File: config.mk
export PLATFORM = sky130hd
export DESIGN_NAME = tone_sequencer
export DESIGN_NICKNAME = d
export VERILOG_FILES = /design/src/rtl/audio_pkg.sv /design/src/rtl/tone_osc.sv /design/src/rtl/tone_sequencer.sv
export SDC_FILE = /design/constraint.sdc
export NUM_CORES = 1
export LEC_CHECK = 0
export CORE_UTILIZATION = 40
export CTS_BUF_LIST = sky130_fd_sc_hd__clkbuf_8 sky130_fd_sc_hd__clkbuf_16
export CTS_CLUSTER_SIZE = 12
export DETAILED_ROUTE_END_ITERATION = 16
export PLACE_DENSITY_LB_ADDON = 0.15
export SYNTH_ARGS = -nofsm -noshare
export SYNTH_HDL_FRONTEND = slang
export SYNTH_SLANG_ARGS = --single-unit
File: constraint.sdc
create_clock -name clk -period 3.9 [get_ports clk]
set_input_delay 0.78 -clock clk [delete_from_list [all_inputs] [get_ports clk]]
set_output_delay 0.78 -clock clk [all_outputs]
set_load 0.1 [all_outputs]
File: src/rtl/audio_pkg.sv
// Shared types for the square-wave audio path: sequencer state encoding and
// the note-table entry layout at the default field widths.
package audio_pkg;

  localparam int DEF_PERIOD_W = 16;
  localparam int DEF_DUR_W    = 8;

  typedef enum logic [2:0] {
    IDLE,
    LOAD,
    PLAY,
    GAP,
    DONE
  } seq_state_t;

  typedef struct packed {
    logic [DEF_PERIOD_W-1:0] period;
    logic [DEF_DUR_W-1:0]    dur;
  } note_t;

endpackage

File: src/rtl/tone_osc.sv
// Square-wave oscillator: pwm toggles every `period` cycles while enabled.
// Disabling clears the phase so the next enable starts low at count 0.
module tone_osc #(
  parameter int PERIOD_W = 16
) (
  input  logic                clk,
  input  logic                rst,
  input  logic                en,
  input  logic [PERIOD_W-1:0] period,
  output logic                pwm
);

  logic [PERIOD_W-1:0] cnt_q;
  logic                pwm_q;

  always_ff @(posedge clk) begin
    if (rst || !en) begin
      cnt_q <= '0;
      pwm_q <= 1'b0;
    end else if (cnt_q == period - PERIOD_W'(1)) begin
      cnt_q <= '0;
      pwm_q <= ~pwm_q;
    end else begin
      cnt_q <= cnt_q + PERIOD_W'(1);
    end
  end

  // Gating with en forces pwm low in the same cycle the enable drops.
  assign pwm = pwm_q & en;

endmodule

File: src/rtl/tone_sequencer.sv
// Plays a writable table of (half-period, duration) notes through tone_osc,
// with an optional silent gap after each note and looping at end of sequence.
module tone_sequencer
  import audio_pkg::*;
#(
  parameter int NOTES     = 16,
  parameter int PERIOD_W  = DEF_PERIOD_W,
  parameter int DUR_W     = DEF_DUR_W,
  parameter int TICK_DIV  = 21477,
  parameter int GAP_TICKS = 1
) (
  input  logic                     clk,
  input  logic                     rst,
  input  logic                     start,
  input  logic                     stop,
  input  logic                     loop,
  input  logic                     skip,
  input  logic                     wr_en,
  input  logic [$clog2(NOTES)-1:0] wr_addr,
  input  logic [PERIOD_W-1:0]      wr_period,
  input  logic [DUR_W-1:0]         wr_dur,
  output logic                     tone_en,
  output logic [PERIOD_W-1:0]      tone_period,
  output logic                     pwm,
  output logic                     busy,
  output logic [$clog2(NOTES)-1:0] note_idx,
  output logic                     done,
  output seq_state_t               dbg_state
);

  localparam int IDX_W = $clog2(NOTES);
  localparam int PRE_W = (TICK_DIV > 1) ? $clog2(TICK_DIV) : 1;
  localparam logic [PRE_W-1:0] PRE_MAX = PRE_W'(TICK_DIV - 1);
  localparam logic [IDX_W-1:0] IDX_MAX = IDX_W'(NOTES - 1);
  localparam logic [DUR_W-1:0] GAP_CNT = DUR_W'(GAP_TICKS);

  typedef struct packed {
    logic [PERIOD_W-1:0] period;
    logic [DUR_W-1:0]    dur;
  } entry_t;

  entry_t              mem_q [NOTES];
  entry_t              rd_q;
  seq_state_t          state_q, state_d;
  logic [IDX_W-1:0]    idx_q, idx_d;
  logic [DUR_W-1:0]    rem_q, rem_d;
  logic [PRE_W-1:0]    presc_q, presc_d;
  logic                tone_en_q;
  logic [PERIOD_W-1:0] tone_period_q;
  logic                busy_q;
  logic                done_q;
  logic                tick;
  logic                advance;

  // Read address is the next index, so the entry is ready during LOAD.
  always_ff @(posedge clk) begin
    if (wr_en) mem_q[wr_addr] <= '{period: wr_period, dur: wr_dur};
    rd_q <= mem_q[idx_d];
  end

  assign tick = (presc_q == PRE_MAX);

  always_comb begin
    state_d = state_q;
    idx_d   = idx_q;
    rem_d   = rem_q;
    advance = 1'b0;
    presc_d = tick ? '0 : presc_q + PRE_W'(1);
    case (state_q)
      IDLE: begin
        if (start) begin
          state_d = LOAD;
          idx_d   = '0;
        end
      end
      LOAD: begin
        if (rd_q.dur != '0) begin
          state_d = PLAY;
          rem_d   = rd_q.dur;
        end else if (loop && idx_q != '0) begin
          idx_d = '0;
        end else begin
          state_d = DONE;
        end
      end
      PLAY: begin
        if (skip) begin
          advance = 1'b1;
        end else if (tick) begin
          if (rem_q == DUR_W'(1)) begin
            if (GAP_TICKS > 0) begin
              state_d = GAP;
              rem_d   = GAP_CNT;
            end else begin
              advance = 1'b1;
            end
          end else begin
            rem_d = rem_q - DUR_W'(1);
          end
        end
      end
      GAP: begin
        if (skip) begin
          advance = 1'b1;
        end else if (tick) begin
          if (rem_q == DUR_W'(1)) advance = 1'b1;
          else rem_d = rem_q - DUR_W'(1);
        end
      end
      DONE: begin
        state_d = IDLE;
        idx_d   = '0;
      end
      default: state_d = IDLE;
    endcase

    if (advance) begin
      if (idx_q != IDX_MAX) begin
        idx_d   = idx_q + IDX_W'(1);
        state_d = LOAD;
      end else if (loop) begin
        idx_d   = '0;
        state_d = LOAD;
      end else begin
        state_d = DONE;
      end
    end

    if (stop) begin
      state_d = IDLE;
      idx_d   = '0;
    end

    // Restarting the prescaler on every state change makes each tick exact.
    if (state_d != state_q) presc_d = '0;
  end

  always_ff @(posedge clk) begin
    if (rst) begin
      state_q       <= IDLE;
      idx_q         <= '0;
      rem_q         <= '0;
      presc_q       <= '0;
      tone_en_q     <= 1'b0;
      tone_period_q <= '0;
      busy_q        <= 1'b0;
      done_q        <= 1'b0;
    end else begin
      state_q       <= state_d;
      idx_q         <= idx_d;
      rem_q         <= rem_d;
      presc_q       <= presc_d;
      tone_en_q     <= (state_d == PLAY) &&
                       ((state_q == PLAY) ? tone_en_q : (rd_q.period != '0));
      tone_period_q <= (state_d != PLAY) ? '0 :
                       ((state_q == PLAY) ? tone_period_q : rd_q.period);
      busy_q        <= (state_d != IDLE);
      done_q        <= (state_d == DONE);
    end
  end

  tone_osc #(
    .PERIOD_W(PERIOD_W)
  ) u_osc (
    .clk   (clk),
    .rst   (rst),
    .en    (tone_en_q),
    .period(tone_period_q),
    .pwm   (pwm)
  );

  assign tone_en     = tone_en_q;
  assign tone_period = tone_period_q;
  assign busy        = busy_q;
  assign note_idx    = idx_q;
  assign done        = done_q;
  assign dbg_state   = state_q;

endmodule

==> metrics.yaml, run 1 <==
clock_network:
  cts_resized: 0
  cts_buffers: 52
  cts_max_level: 2
  cts_tree: "built"
  hold_buffers: 0
  cts.clk_slew.worst_paths_ns: 0.06
  cts_root_buf: "clkbuf_16"
  clock_latency_ns: 0.61
  clk_path_buf_depth: 3
  clock-sinks: 474
  post_cts_buffers: 0
sta:
  skew_ns: 0.0238
  rsz0062_at_grt: "false"
  final-max-slew-violation-count: 0
  max_clock_freq_mhz: 311
  min_period_ns: 3.22
  worst_pin_slew_ns: 1.15
  max_slew_margin: 0.229
  setup_viol: 0
  final-hold-violation-count: 0
  finalSetupTns_ns: 0
  min_period_over_period: 0.825
global_routing:
  grt_pass1_vias: 11887
  grt_max_degree: 71
  gr-usage-all-layers: 0.195
  grt_pass1_wl_mm: 72.7
  antenna_found_initial: 0
  grt.overflow.total: 0
power_and_ir_drop:
  totalPowerFinal_mw: 10.6
  power.density_mw_per_mm2: 473
  p_leak_nw: 7.87
  ir_drop_mv: 0.322
setup_path:
  cp.arrival_ns: 2.44
  crit_fanout: 14
  crit_buf_inv: 1
  cp_slowest_cell: "clkdlybuf4s50_1"
  crit_path_end_kind: "output port"
  crit_required_ns: 3.12
  max_stage_delay_ns: 1.23
  cp_cell_sequence: "clkdlybuf4s50_1"
  crit_family: "buffers and inverters"
  cp-start-kind: "register"
  worstSetupPathType: "reg2out"
logic_synthesis:
  syn_area_mm2: 0.0192
  syn_area_per_cell_um2: 12.6
  synth_edf_count: 384
  synth_cell_types: 65
  syn-instance-count: 1526
  seq_area_frac_synth: 0.695
  synthTopCellsByArea: "edfxtp_1, dfxtp_1, nand2_1"
  yosys_warnings: 0
  yosysMostFrequentCell: "edfxtp_1"
  synth_top_area_frac: 0.601
  ys_top_cells_by_count: "edfxtp_1, nand2_1, a21oi_1"
  synth_ff_type: "edfxtp_1"
  ys_ff_latch: 474
  ys_async_sr_fraction: 0
  synth_top_cell_by_area: "edfxtp_1"
  synth_fp_nets: 1569
floorplanning:
  initial_core_util: 0.409
  fp.dieArea_mm2: 0.0489
  die_w_um: 221
  core_area_mm2: 0.0470
  rows: 79
  boundaryPins: 62
  die_h_um: 221
flow_run:
  maxCapViolCount: 0
route:
  routed_wl_mm: 47.5
  vias_per_cell: 5.49
  wire_per_inst_um: 21.1
  drc_errors: 0
  routed-via-count: 12356
  firstDrtPassIters: 5
  drtAntennaViolNets: 0
  drtIter0Drc: 1061
layout:
  drive_gt1_frac: 0.0993
  final_util: 0.478
  final_net_count: 1642
  design_area_mm2: 0.0224
  synthToLayoutAreaGrowth_pct: 16.9
  n_antenna_cell: 0
  fin_cells: 2249
placed_design:
  dp_hpwl_mm: 26.3
  dp.cells: 2152
  post_dp_cell_area_mm2: 0.0208
  port-buffer-count: 61
  gp_congestion: 0.822
outcome:
  status: "finished, final reports clean"
min_path:
  min_path_type: "reg2reg"
## worst paths after layout
kind	startpoint	to	slack [ns]	cells after the start
setup reg to reg	presc_q[0]	rd_q[12]	0.70	11
hold reg to reg	rd_q[20]	tone_period[12]	0.47	2
setup / recovery	dbg_state[0]	dbg_state[0]	0.68	1
hold / removal	rd_q[20]	tone_period[12]	0.47	2
## sequential cells by signal, indices dropped and copies added (netlist names), 3 cells and up
register and flops:
rem_q 8, rd_q 24, note_idx 4, presc_q 15
u_osc.cnt_q 16, dbg_state 3, tone_period 16, mem_q 384
## metrics by stage
step | hold slack (ns) | setup WS [ns]
2_1_floorplan | 0.436 | 0.503
3_3_place_gp | 0.446 | 0.356
3_5_place_dp | 0.455 | 0.360
4_1_cts | 0.465 | 0.652
5_1_grt | 0.482 | 0.497
6_report | 0.467 | 0.681
## per-layer routing
metal  wire (um)  GRT usage  vias to the layer above  part of all wire
met5           0          0                        -                 0
met4         911     0.0555                        0             0.019
met3        2930     0.0264                       72             0.062
met2       22200      0.316                      367              0.47
met1       21400      0.276                     6104              0.45
li1            -          -                     5813                 -
## where the power goes
group | leakage (nW) | internal, mW | switching [mW]
clock | 0.866 | 2.67 | 1.98
combinational | 2.80 | 0.116 | 0.237
sequential | 4.20 | 5.57 | 0.0394
total | 7.87 | 8.35 | 2.26
## kinds of logic (layout without fill, tap and decap cells)
group,Yosys count,count (layout),share of synthesized area
compound gates,344,344,0.113
xor+xnor,50,50,0.0228
fa+ha+maj,8,8,0.00521
buf+inv,108,224,0.0282
flops,474,474,0.695
mux,25,25,0.0130
simple gates,517,517,0.123
## placed cells by master (no fill, tap or decap), types with 3 or more instances in the layout
cell and n:
inv_6 3, nand2b_1 6, nor2_4 12, clkinv_2 8, clkbuf_16 52, a22oi_1 77
clkinv_1 8, a21oi_1 194, and4b_1 3, nor4_1 9, ha_1 8, nor4b_1 3
dfxtp_1 90, nand4_1 7, and2_1 3, o21ai_0 11, nand3b_1 3, a31oi_1 6
mux2i_1 25, o21a_1 5, nor2b_1 3, nand2_1 278, clkbuf_8 6, xor2_1 22
nor2_1 53, nand3_1 73, a221o_1 25, xnor2_1 28, buf_4 34, clkdlybuf4s50_1 61
inv_1 32, and3_1 12, nor3_2 4, and4_1 3, edfxtp_1 384, buf_12 16
nor3_1 23
## area by class of cell
cell class                      count  area, um2
Sequential cell                   474      13300
Clock buffer                       58       1380
Tap cell                          607        759
Fill cell                        4133      24500
Timing Repair Buffer              111       1190
Multi-Input combinational cell    944       5470
Clock inverter                     39        254
Inverter                           16       60.1
(Power assumes the default switching activity.)
==> run 2: changes to the inputs <==
- clock period: 3.9 -> 3.2 ns (I/O delays scaled with it)
==> metrics.yaml, run 2 (synthesis gave the netlist of run 1 again) <==
placed_design:
  dp_hpwl_mm: 26.2
  port-buffer-count: 61
  gp_congestion: 0.766
  post_dp_cell_area_mm2: 0.0212
  place_ws_ns: 0.0515
layout:
  nFillCells: 4114
  largest_reg_flops: 384
  drive_gt1_frac: 0.123
  design_area_mm2: 0.0227
  multi_input_area_mm2: 0.00547
  n_antenna_cell: 0
  register_area_mm2: 0.0133
  regMostFlops: "mem_q"
  synthToLayoutAreaGrowth_pct: 18.5
  mostFrequentLayoutCell: "edfxtp_1"
  final_net_count: 1656
  top_regs: "mem_q: 384 flops, rd_q: 24 flops"
  final_cell_mix: "edfxtp_1, nand2_1, a21oi_1"
global_routing:
  grtUsageMet1: 0.278
  grt.overflow.total: 0
  use_met3: 0.0357
  grt_pass1_vias: 12135
  grt_max_degree: 72
  grt_pass1_wl_mm: 72.8
  gr-usage-all-layers: 0.195
  grt_busiest_layer: "met2"
  antenna_found_initial: 0
  gr-usage-met2: 0.303
clock_network:
  clk_path_buf_depth: 3
  hold_buffers: 0
  cts_resized: 0
  clock-sinks: 474
  cts_tree: "built"
  post_cts_buffers: 0
  clock_latency_ns: 0.61
  cts_max_level: 2
  cts.clk_slew.worst_paths_ns: 0.06
  cts_buffers: 51
  cts_root_buf: "clkbuf_16"
power_and_ir_drop:
  p_int_mw: 10.0
  switching_share: 0.213
  power.share.clock: 0.430
  totalPowerFinal_mw: 12.8
  power.density_mw_per_mm2: 561
  p_switching_mw: 2.72
  seqPwrFrac: 0.535
  p_leak_nw: 8.03
  ir_drop_mv: 0.451
  power_frac_comb: 0.035
floorplanning:
  die_h_um: 221
  boundaryPins: 62
  fp.dieArea_mm2: 0.0489
  die_w_um: 221
  core_area_mm2: 0.0470
  rows: 79
  initial_core_util: 0.409
sta:
  final-hold-violation-count: 0
  hold_slack_ns: 0.458
  worst_pin_slew_ns: 1.01
  rsz0062_at_grt: "false"
  min_period_over_period: 0.905
  finalSetupTns_ns: 0
  max_clock_freq_mhz: 345
  setup_slack_ns: 0.305
  final-max-slew-violation-count: 0
  min_period_ns: 2.90
  skew_ns: 0.0265
  max_slew_margin: 0.321
  setup_viol: 0
route:
  routed-via-count: 12402
  wire_per_inst_um: 20.9
  firstDrtPassIters: 5
  vias_per_cell: 5.49
  routed_wl_mm: 47.3
  drc_errors: 0
  drtIter0Drc: 1084
  drtAntennaViolNets: 0
flow_run:
  maxCapViolCount: 0
setup_path:
  crit_top_cell: "a22oi_1"
  crit_family: "compound AO/OA/AOI/OAI gates"
  cp-start-kind: "register"
  crit_buf_inv: 3
  worstSetupPathType: "reg2reg"
  max_stage_delay_ns: 0.43
  cp.arrival_ns: 3.36
  crit_fanout: 38
  cp_slowest_cell: "o32a_2"
  crit_path_end_kind: "register"
  cp_cell_sequence: "inv_1 -> ha_1 -> nand4b_1 -> nor4_4 -> a21oi_2 -> buf_4 -> o32a_2 -> buf_12 -> a21oi_1 -> a22oi_1 -> a22oi_1 -> nand3_1"
  crit_required_ns: 3.66
min_path:
  min_path_type: "reg2reg"
outcome:
  status: "finished, final reports clean"
[run 2: routing by layer]
layer / vias to the layer above / share of wire
li1: 5843 / -
met1: 6149 / 0.47
met2: 329 / 0.45
met3: 81 / 0.058
met4: 0 / 0.023
met5: - / 0
[run 2: power by group through the flow]
stage	registers, mW	clock network [mW]	logic [mW]
global placement	6.96	0	0.444
finish	6.83	5.49	0.447
CTS	6.83	5.62	0.452
floorplan	6.97	0	0.192
global route	6.84	5.86	0.490
detailed placement	6.96	0	0.450
[run 2: worst paths after layout]
check	from	end	slack (ns)	cells past startpoint
min	rd_q[20]	tone_period[12]	0.46	2
max	presc_q[0]	rd_q[19]	0.30	12
max reg2reg	presc_q[0]	rd_q[19]	0.30	12
min reg2reg	rd_q[20]	tone_period[12]	0.46	2
[run 2: cell type report]
class | count | area share
Clock inverter | 35 | 0.00946
Timing Repair Buffer | 126 | 0.0679
Clock buffer | 56 | 0.0596
Tap cell | 607 | 0.0334
Multi-Input combinational cell | 944 | 0.241
Sequential cell | 474 | 0.586
Inverter | 16 | 0.00264
[run 2: worst register-to-register path, stage by stage (launching register included)]
cell and delay (ns):
dfxtp_1 0.33, inv_1 0.08, ha_1 0.16, nand4b_1 0.20, nor4_4 0.40, a21oi_2 0.16, buf_4 0.18, o32a_2 0.43
buf_12 0.21, a21oi_1 0.17, a22oi_1 0.11, a22oi_1 0.26, nand3_1 0.10
[run 2: metrics by stage]
step	cells	utilization
after floorplan	1526	-
after global placement	2167	0.451
after detailed placement	2167	0.451
after CTS	2258	0.484
after global routing	2258	0.484
final	2258	0.484
==> run 3: changes to the inputs <==
- SKIP_CTS_REPAIR_TIMING: unset -> 1
==> results of run 3 <==
Final layout, timing and power as in run 2 (identical DEF).
